<file path="src/rtl/rect_fill_engine.sv">
`timescale 1ns/1ps
`default_nettype none
// +--------------------------------------------------------------------------+
// | rect_fill_engine                                                         |
// | Rasterises one clipped, filled rectangle into the vga_core write port.   |
// | Optional feature macro: RECT_FILL_CLEAR_EN (adds full-canvas clear).     |
// | Revision: 1.0                                                            |
// +--------------------------------------------------------------------------+
module rect_fill_engine #(
  parameter int SCREEN_W = 160,
  parameter int SCREEN_H = 120
) (
  input  logic       clk,
  input  logic       resetn,
  input  logic       start,
  input  logic [7:0] rx0,
  input  logic [6:0] ry0,
  input  logic [7:0] rw,
  input  logic [6:0] rh,
  input  logic [2:0] rcolor,
  output logic [7:0] x,
  output logic [6:0] y,
  output logic [2:0] color,
  output logic       plot,
  output logic       busy,
  output logic       done
`ifdef RECT_FILL_CLEAR_EN
  ,
  input  logic       clear
`endif
);

  localparam logic [8:0] c_w9     = 9'(SCREEN_W);
  localparam logic [7:0] c_h8     = 8'(SCREEN_H);
  localparam logic [8:0] c_x_max  = 9'(SCREEN_W - 1);
  localparam logic [7:0] c_y_max  = 8'(SCREEN_H - 1);

  typedef enum logic [1:0] {
    S_IDLE = 2'd0,
    S_CLIP = 2'd1,
    S_DRAW = 2'd2,
    S_DONE = 2'd3
  } state_t;

  state_t     state_q, state_d;
  logic [7:0] rx0_q, rx0_d;
  logic [6:0] ry0_q, ry0_d;
  logic [7:0] rw_q, rw_d;
  logic [6:0] rh_q, rh_d;
  logic [2:0] rcolor_q, rcolor_d;
  logic [7:0] x_last_q, x_last_d;
  logic [6:0] y_last_q, y_last_d;
  logic [7:0] x_q, x_d;
  logic [6:0] y_q, y_d;
  logic [2:0] color_q, color_d;
  logic       plot_q, plot_d;
  logic       busy_q, busy_d;
  logic       done_q, done_d;

  logic [8:0] w_x_end;
  logic [7:0] w_y_end;
  logic       w_empty;

  // Widened sums so a rectangle running past the canvas edge cannot wrap.
  assign w_x_end = {1'b0, rx0_q} + {1'b0, rw_q} - 9'd1;
  assign w_y_end = {1'b0, ry0_q} + {1'b0, rh_q} - 8'd1;
  assign w_empty = (rw_q == 8'd0) || (rh_q == 7'd0) ||
                   ({1'b0, rx0_q} >= c_w9) || ({1'b0, ry0_q} >= c_h8);

  always_comb begin
    state_d  = state_q;
    rx0_d    = rx0_q;
    ry0_d    = ry0_q;
    rw_d     = rw_q;
    rh_d     = rh_q;
    rcolor_d = rcolor_q;
    x_last_d = x_last_q;
    y_last_d = y_last_q;
    x_d      = x_q;
    y_d      = y_q;
    color_d  = color_q;
    plot_d   = plot_q;
    busy_d   = busy_q;
    done_d   = done_q;

    case (state_q)
      S_IDLE: begin
        plot_d = 1'b0;
        done_d = 1'b0;
`ifdef RECT_FILL_CLEAR_EN
        // A clear is just a canvas-sized rectangle in colour 0.
        if (clear) begin
          rx0_d    = 8'd0;
          ry0_d    = 7'd0;
          rw_d     = c_w9[7:0];
          rh_d     = c_h8[6:0];
          rcolor_d = 3'd0;
          busy_d   = 1'b1;
          state_d  = S_CLIP;
        end else
`endif
        if (start) begin
          rx0_d    = rx0;
          ry0_d    = ry0;
          rw_d     = rw;
          rh_d     = rh;
          rcolor_d = rcolor;
          busy_d   = 1'b1;
          state_d  = S_CLIP;
        end
      end

      S_CLIP: begin
        x_last_d = (w_x_end > c_x_max) ? c_x_max[7:0] : w_x_end[7:0];
        y_last_d = (w_y_end > c_y_max) ? c_y_max[6:0] : w_y_end[6:0];
        if (w_empty) begin
          done_d  = 1'b1;
          state_d = S_DONE;
        end else begin
          x_d     = rx0_q;
          y_d     = ry0_q;
          color_d = rcolor_q;
          plot_d  = 1'b1;
          state_d = S_DRAW;
        end
      end

      S_DRAW: begin
        if (x_q == x_last_q) begin
          if (y_q == y_last_q) begin
            plot_d  = 1'b0;
            done_d  = 1'b1;
            state_d = S_DONE;
          end else begin
            x_d = rx0_q;
            y_d = y_q + 7'd1;
          end
        end else begin
          x_d = x_q + 8'd1;
        end
      end

      S_DONE: begin
        done_d  = 1'b0;
        busy_d  = 1'b0;
        plot_d  = 1'b0;
        state_d = S_IDLE;
      end

      default: begin
        plot_d  = 1'b0;
        busy_d  = 1'b0;
        done_d  = 1'b0;
        state_d = S_IDLE;
      end
    endcase
  end

  always_ff @(posedge clk or negedge resetn) begin
    if (!resetn) begin
      state_q  <= S_IDLE;
      rx0_q    <= 8'd0;
      ry0_q    <= 7'd0;
      rw_q     <= 8'd0;
      rh_q     <= 7'd0;
      rcolor_q <= 3'd0;
      x_last_q <= 8'd0;
      y_last_q <= 7'd0;
      x_q      <= 8'd0;
      y_q      <= 7'd0;
      color_q  <= 3'd0;
      plot_q   <= 1'b0;
      busy_q   <= 1'b0;
      done_q   <= 1'b0;
    end else begin
      state_q  <= state_d;
      rx0_q    <= rx0_d;
      ry0_q    <= ry0_d;
      rw_q     <= rw_d;
      rh_q     <= rh_d;
      rcolor_q <= rcolor_d;
      x_last_q <= x_last_d;
      y_last_q <= y_last_d;
      x_q      <= x_d;
      y_q      <= y_d;
      color_q  <= color_d;
      plot_q   <= plot_d;
      busy_q   <= busy_d;
      done_q   <= done_d;
    end
  end

  assign x     = x_q;
  assign y     = y_q;
  assign color = color_q;
  assign plot  = plot_q;
  assign busy  = busy_q;
  assign done  = done_q;

endmodule
`default_nettype wire

</file>
<file path="config.mk">
export PLATFORM = sky130hd
export DESIGN_NAME = rect_fill_engine
export DESIGN_NICKNAME = d
export VERILOG_FILES = /design/src/rtl/rect_fill_engine.sv
export SDC_FILE = /design/constraint.sdc
export NUM_CORES = 1
export LEC_CHECK = 0
export CORE_ASPECT_RATIO = 1.5
export CORE_MARGIN = 8
export CORE_UTILIZATION = 45
export CTS_CLUSTER_DIAMETER = 30
export DETAILED_ROUTE_END_ITERATION = 7
export PLACE_DENSITY = 0.7
export SLEW_MARGIN = 0
export SYNTH_ARGS = -nofsm -noshare
export SYNTH_HDL_FRONTEND = slang
export SYNTH_SLANG_ARGS = --single-unit
</file>
<file path="constraint.sdc">
create_clock -name clk -period 6.4 [get_ports clk]
set_input_delay 1.28 -clock clk [delete_from_list [all_inputs] [get_ports clk]]
set_output_delay 1.28 -clock clk [all_outputs]
set_load 0.005 [all_outputs]
</file>
==> flow_summary.ini, run 1 <==
[clock_tree]
cts_max_level = 3
cts_sinks = 71
clockBufferDepth = 2
post-cts-setup-buffers = 0
cts.repair.resized = 0
cts_hold_buffers = 0
cts_root_buf = clkbuf_16
numCtsBuffers = 9
cts_tree = yes
path_clk_slew_ps = 60
clock_latency_ps = 330

[logic_synthesis]
synth_nets = 495
syn_inst = 422
yosysWarnings = 0
syn-mean-instance-area_um2 = 10.26
syn_area_um2 = 4332
synth_edf_count = 0
ys.flop_type = dfrtp_1
synth-seq-cells = 71
async_reset_ff_share_pct = 100.0
yosysSeqAreaShare_pct = 41.02
ys_types = 59

[routing]
wirelength_um = 9534
firstDrtPassIters = 5
via_count = 3356
viasPerCell = 5.584
drt-wirelength-per-cell_um = 15.86
route.detailed.drc = 0
drtIter0Drc = 101
final_antenna_net_count = 0

[placement]
place.gp.congestion = 0.8419
dp_hpwl_um = 7288
numPortBuffers = 56

[layout]
mostFrequentLayoutCell = dfrtp_1
syn2layout_area_growth_pct = 22.10
diodes = 0
final_cell_mix = 71 x dfrtp_1, 70 x inv_1, 55 x clkdlybuf4s50_1
fin_nets = 554
drive_gt1_share_pct = 14.20

[floorplan]
placeableCoreArea_um2 = 9524
pin_count = 57
initial_utilization_pct = 45.48
die_y_um = 136.2
die_w_um = 96.11
rows = 44
die-area_um2 = 13090

[global_route]
grt_usage_pct = 15.66
grt_pass1_wl_um = 15990
antenna_found_initial = 0
grt_max_degree = 72
globalRouteOverflowTotal = 0
grt_pass1_vias = 3467

[sta]
skew_ps = 6.624
rsz0062_at_grt = false
fmax_mhz = 360.3
maxSlewViolCount = 0
fin_setup_tns_ps = 0
fin_crit_sh_pct = 43.36
setup_viol = 0
hold_viol = 0
relSlewSlack_pct = 40.05
worstMarginPinSlew_ps = 899.3
finalCriticalPeriod_ps = 2775

[critical_path]
crit_type = flop to flop
start_kind = flop
endpoint_kind = flop
worst_ep_required_time_ps = 6620
crit_arrival_ps = 3000
crit_fanout = 6

[worst_hold_path]
holdCritPathClass = flop to flop

[run_status]
status = complete, no violations

[flow_run]
max-cap-violations = 0
==> synthesized netlist by cell type, drive strengths merged (4+ instances only) <==
library cell   n  area share, %
a21o           4           0.69
a21oi         10            1.2
and3           7            1.0
buf            6           0.66
clkbuf         4           0.35
dfrtp         71             41
ha            35             10
inv           71            6.2
mux2          40             10
nand2         24            2.1
nand2b         5           0.72
nand3          8           0.92
nand4          7            1.0
nor2          11            1.1
nor2b          5           0.72
nor4           6           0.87
o21ai         14            1.7
o22a           6            1.2
o22ai          5           0.72
o32a           5            1.2
xnor2         18            3.6
xor2           6            1.2
==> sequential cells by signal, summed over array words and instances (netlist names) <==
register,cells
y_last_q,7
x,8
state_q,2
rw_q,8
done,1
busy,1
plot,1
rh_q,7
color,3
rx0_q,8
y,7
rcolor_q,3
x_last_q,8
ry0_q,7
==> per-stage QoR <==
step	instances	setup slack [ps]	hold WS (ps)	instance area [µm²]	util, %
4_1_cts	601	3620	506.6	5289	55.53
2_1_floorplan	422	3882	465.9	4332	-
5_1_grt	601	3380	529.6	5289	55.53
3_3_place_gp	585	3678	483.3	5002	52.52
3_5_place_dp	585	3629	493.6	5002	52.52
6_report	601	3625	501.2	5289	55.53
==> final timing paths <==
kind	startpoint	to	slack, ps	cells past startpoint
worst max-delay path	rw_q[2]	x_last_q[7]	3620	10
worst min-delay path	rcolor_q[0]	rcolor_q[0]	500	1
worst max register to register	rw_q[2]	x_last_q[7]	3620	10
worst min register to register	rcolor_q[0]	rcolor_q[0]	500	1
max in group asynchronous	resetn	y_last_q[0]	4660	2
min in group asynchronous	resetn	rx0_q[4]	1140	2
==> metal layers <==
layer	GRT usage, %	wire [µm]	vias to the layer above
li1	-	-	1600
met2	26.25	4874	76
met5	0	0	-
met1	18.50	4058	1668
met3	2.985	439	12
met4	7.468	161	0
==> critical path: stages, from the launching register on <==
cell,delay (ps)
dfrtp_1,380
inv_1,60
ha_1,310
inv_1,60
ha_1,280
a21o_1,190
o21a_1,190
o41ai_1,300
mux2_2,450
or2_2,320
o21a_1,110
==> cell type report <==
cell class | instances | area [µm²]
clock buffer | 12 | 256.5
clock inverter | 4 | 30.03
fill | 853 | 4235
inverter | 71 | 266.5
multi-input combinational | 270 | 2245
sequential | 71 | 1777
tap | 115 | 143.9
timing repair buffer | 58 | 570.5
==> cell families (layout without fill, tap and decap cells) <==
family	count (synthesis)	after routing	synth area share, %
adders and majority gates	37	37	11.03
and+or+nand+nor	85	85	10.34
DFF	71	71	41.02
buffers and inverters	81	145	7.163
xor gates and xnor gates	24	24	4.853
AOI/OAI and AO/OA	82	82	14.73
muxes	42	42	10.86
Power of run 1 is not shown: default switching activity piles up to over one toggle a cycle in this logic, so the estimate is an artifact.
==> inputs of run 2 (changes only) <==
==> constraint.sdc (replaced) <==
create_clock -name clk -period 2.7 [get_ports clk]
set_input_delay 0.54 -clock clk [delete_from_list [all_inputs] [get_ports clk]]
set_output_delay 0.54 -clock clk [all_outputs]
set_load 0.005 [all_outputs]
==> run 2 against run 1 <==
  * Flip-flop and latch count unchanged
  * Global-route usage up 0.32 points
  * Final area up 2.9%
  * Clock skew about the same
  * Setup slack worse by 3500 ps
  * Critical endpoint unchanged
==> flow_summary.ini, run 2 (same netlist as run 1, synthesis figures left out) <==
[layout]
fin_nets = 564
drive_gt1_share_pct = 17.54
syn2layout_area_growth_pct = 25.62
fin_area_um2 = 5441
final_cell_mix = 71 x dfrtp_1, 70 x inv_1, 55 x clkdlybuf4s50_1
diodes = 0
mostFrequentLayoutCell = dfrtp_1

[sta]
setup_viol = 0
fin_crit_sh_pct = 96.99
finalCriticalPeriod_ps = 2619
maxSlewViolCount = 0
hold_viol = 0
skew_ps = 6.390
relSlewSlack_pct = 59.58
worstMarginPinSlew_ps = 604.3
fmax_mhz = 381.9

[routing]
wirelength_um = 9818
drt-wirelength-per-cell_um = 16.07
final_antenna_net_count = 0
route.detailed.drc = 0
drtIter0Drc = 150
via_count = 3323
firstDrtPassIters = 4
viasPerCell = 5.439

[flow_run]
max-cap-violations = 0

[global_route]
grt_max_degree = 45
grt_pass1_vias = 3380
grt_usage_pct = 15.98
globalRouteOverflowTotal = 0
antenna_found_initial = 0
grt_pass1_wl_um = 16270

[clock_tree]
path_clk_slew_ps = 60
clock_latency_ps = 330
cts_max_level = 3
cts_tree = yes
numCtsBuffers = 9
clockBufferDepth = 2
cts_sinks = 71
cts_root_buf = clkbuf_16

[placement]
place.gp.congestion = 0.8306
placed_area_um2 = 5067
numPortBuffers = 56
dp_hpwl_um = 7578

[critical_path]
start_kind = flop
cpPeakStageDelay_ps = 370
crit_type = flop to flop
crit_chain = inv_1 -> ha_4 -> inv_1 -> ha_1 -> a21o_1 -> o21a_1 -> o41ai_2 -> mux2_4 -> or2_4 -> o21a_1
crit_fanout = 6
crit_arrival_ps = 2840
worst_ep_required_time_ps = 2920
endpoint_kind = flop
crit_slowest_cell = dfrtp_1

[floorplan]
pin_count = 57
die_y_um = 136.2
die-area_um2 = 13090
placeableCoreArea_um2 = 9524
rows = 44
initial_utilization_pct = 45.48
die_w_um = 96.11

[run_status]
status = complete, no violations

[worst_hold_path]
holdCritPathClass = flop to flop
run 2: changes by cell type in the layout (fill, tap and decap cells not counted), sizes merged:
cell / change
buf: +9
clkbuf: -1
clkinv: +3
clkinvlp: -2
dlygate4sd3: +1
run 2: layer usage:
| layer | vias to the layer above | part of all wire (%) | global-route usage [%] |
|---|---|---|---|
| li1 | 1617 | - | - |
| met1 | 1603 | 42 | 19.02 |
| met2 | 88 | 50 | 26.25 |
| met3 | 15 | 6.0 | 3.814 |
| met4 | 0 | 2.1 | 7.296 |
| met5 | - | 0 | 0 |
run 2: final timing paths:
path | from | to | slack, ps | cells past startpoint
setup / recovery | rw_q[2] | x_last_q[7] | 80 | 10
hold / removal | rcolor_q[0] | color[0] | 500 | 1
setup reg to reg | rw_q[2] | x_last_q[7] | 80 | 10
hold reg to reg | rcolor_q[0] | color[0] | 500 | 1
max in group asynchronous | resetn | y[5] | 1440 | 3
min in group asynchronous | resetn | rx0_q[4] | 540 | 2
run 2: critical path: cells and delay by family (launching register included):
kind | cells | cell delay (ps)
flops | 1 | 370
fa+ha+maj | 2 | 550
buf+inv | 2 | 120
compound gates | 4 | 860
simple gates | 1 | 250
mux | 1 | 370
run 2: metrics by stage:
step / utilization [%] / hold slack [ps] / worst slack [ps] / setup TNS, ps / std cells
floorplan: - / 244.4 / 181.9 / 0 / 422
global placement: 53.21 / 330.5 / 65.04 / 0 / 592
detailed placement: 53.21 / 340.4 / 23.23 / 0 / 592
CTS: 56.29 / 510.0 / 63.27 / 0 / 609
global route: 57.13 / 517.9 / -8.728 / -20.82 / 611
finish: 57.13 / 504.8 / 81.25 / 0 / 611
run 2: final cells by class:
type,instances,area (µm²)
Clock buffer,11,242.7
Clock inverter,5,33.78
Tap cell,115,143.9
Sequential cell,71,1777
Fill cell,830,4083
Inverter,71,266.5
Timing Repair Buffer,68,660.6
Multi-Input combinational cell,270,2317
run 2: repair_timing:
action                     CTS  global route
pin swaps                    0             4
setup buffers                0             2
hold buffers                 1             0
hold endpoints to repair     1             0
setup endpoints to repair    1            11
resized for setup            1            11
Power of run 2 is left out for the same reason.
==> inputs of run 3 (changes only) <==
--- a/config.mk
+++ b/config.mk
@@ -6,7 +6,7 @@
 export NUM_CORES = 1
 export LEC_CHECK = 0
 export CORE_ASPECT_RATIO = 1.5
-export CORE_MARGIN = 8
+export CORE_MARGIN = 10
 export CORE_UTILIZATION = 45
 export CTS_CLUSTER_DIAMETER = 30
 export DETAILED_ROUTE_END_ITERATION = 7
==> run 3 against run 2 <==
  * Cell count is 0.65% lower
  * Die area is 7.2% higher
  * Flip-flop and latch count stayed put
  * Critical path type unchanged
  * Sequential share of layout area is 0.060 points lower
==> flow_summary.ini, run 3 (same netlist as run 1, synthesis figures left out) <==
[critical_path]
crit_type = flop to flop
endpoint_kind = flop
crit_fanout = 6
worst_ep_required_time_ps = 2910
crit_arrival_ps = 2850
reg2reg_depth = 9
start_kind = flop

[clock_tree]
clock_latency_ps = 330
cts_sinks = 71
path_clk_slew_ps = 60
clockBufferDepth = 2
numCtsBuffers = 9
cts_root_buf = clkbuf_16
cts_max_level = 3
cts_tree = yes

[routing]
drtIter0Drc = 133
dr_wl_met3_um = 600
top_layer = met4
final_antenna_net_count = 0
via_count = 3332
wl_met2_um = 4960
firstDrtPassIters = 4
viasPerCell = 5.489
m1WireLength_um = 4046
wirelength_um = 9826
drt-wirelength-per-cell_um = 16.19
route.detailed.drc = 0

[flow_run]
max-cap-violations = 0

[sta]
finalCriticalPeriod_ps = 2636
skew_ps = 4.724
setup_viol = 0
worstMarginPinSlew_ps = 859.0
maxSlewViolCount = 0
fmax_mhz = 379.4
fin_setup_tns_ps = 0
fin_crit_sh_pct = 97.62
hold_viol = 0
relSlewSlack_pct = 42.73

[global_route]
grt_usage_pct = 14.08
grt_max_degree = 40
grt_pass1_wl_um = 15980
antenna_found_initial = 0
globalRouteOverflowTotal = 0
grt_pass1_vias = 3395

[placement]
numPortBuffers = 56
dp_hpwl_um = 7624
place.gp.congestion = 0.8881
dp_cells = 588

[layout]
syn2layout_area_growth_pct = 25.85
utilization_pct = 58.57
n_fill_cell = 820
fin_nets = 563
final_cell_mix = 71 x dfrtp_1, 67 x inv_1, 55 x clkdlybuf4s50_1
mostFrequentLayoutCell = dfrtp_1
diodes = 0
drive_gt1_share_pct = 17.98
final_cells = 607

[floorplan]
placeableCoreArea_um2 = 9308
pin_count = 57
die_w_um = 100.1
die-area_um2 = 14030
rows = 43
die_y_um = 140.2
initial_utilization_pct = 46.54

[worst_hold_path]
holdCritPathClass = input pin to asynchronous set/reset pin

[run_status]
status = complete, no violations
==> run 3: routing by layer <==
layer / track usage (%) / vias to the layer above
li1: - / 1617
met3: 4.677 / 17
met4: 6.716 / 0
met2: 23.57 / 78
met5: 0 / -
met1: 15.53 / 1620
==> run 3: repair_timing <==
action                                  CTS  global route
pin swaps                                 0             3
hold buffers                              0             0
buffers inserted                          0             3
resized for setup                         1            14
endpoints found under the setup margin    3            11
==> run 3: cell type report <==
type	instances	area [µm²]	area share, %
clock buffer	13	260.3	4.774
clock inverter	3	65.06	1.193
inverter	71	266.5	4.889
multi-input combinational	270	2305	42.28
sequential	71	1777	32.59
tap	112	140.1	2.571
timing repair buffer	67	638.1	11.71
==> run 3: final timing paths <==
path                              from          end  slack [ps]
setup / recovery               rw_q[2]  x_last_q[3]          60
hold / removal                  resetn      rw_q[3]         320
setup reg to reg               rw_q[2]  x_last_q[3]          60
hold reg to reg            rcolor_q[0]  rcolor_q[0]         500
max in group asynchronous       resetn  x_last_q[2]        1610
min in group clk           rcolor_q[0]  rcolor_q[0]         500
==> run 3: through the flow <==
stage          setup slack [ps]  hold WS [ps]  cell area [µm²]
6_report                  64.38         320.2             5451
2_1_floorplan             181.9         244.4             4332
4_1_cts                   59.97         342.0             5376
3_3_place_gp              68.03         483.0             5044
5_1_grt                  -41.51         389.6             5451
3_5_place_dp              5.298         494.0             5044
==> run 3: worst max-delay path, cell delays in order, from the launching register on <==
cell     delay (ps)
dfrtp_1         360
inv_2            50
ha_4            270
inv_1            40
ha_1            290
a21o_1          180
o21a_1          220
o41ai_2         390
mux2_4          370
o32a_1          350
Power of run 3 is left out for the same reason.
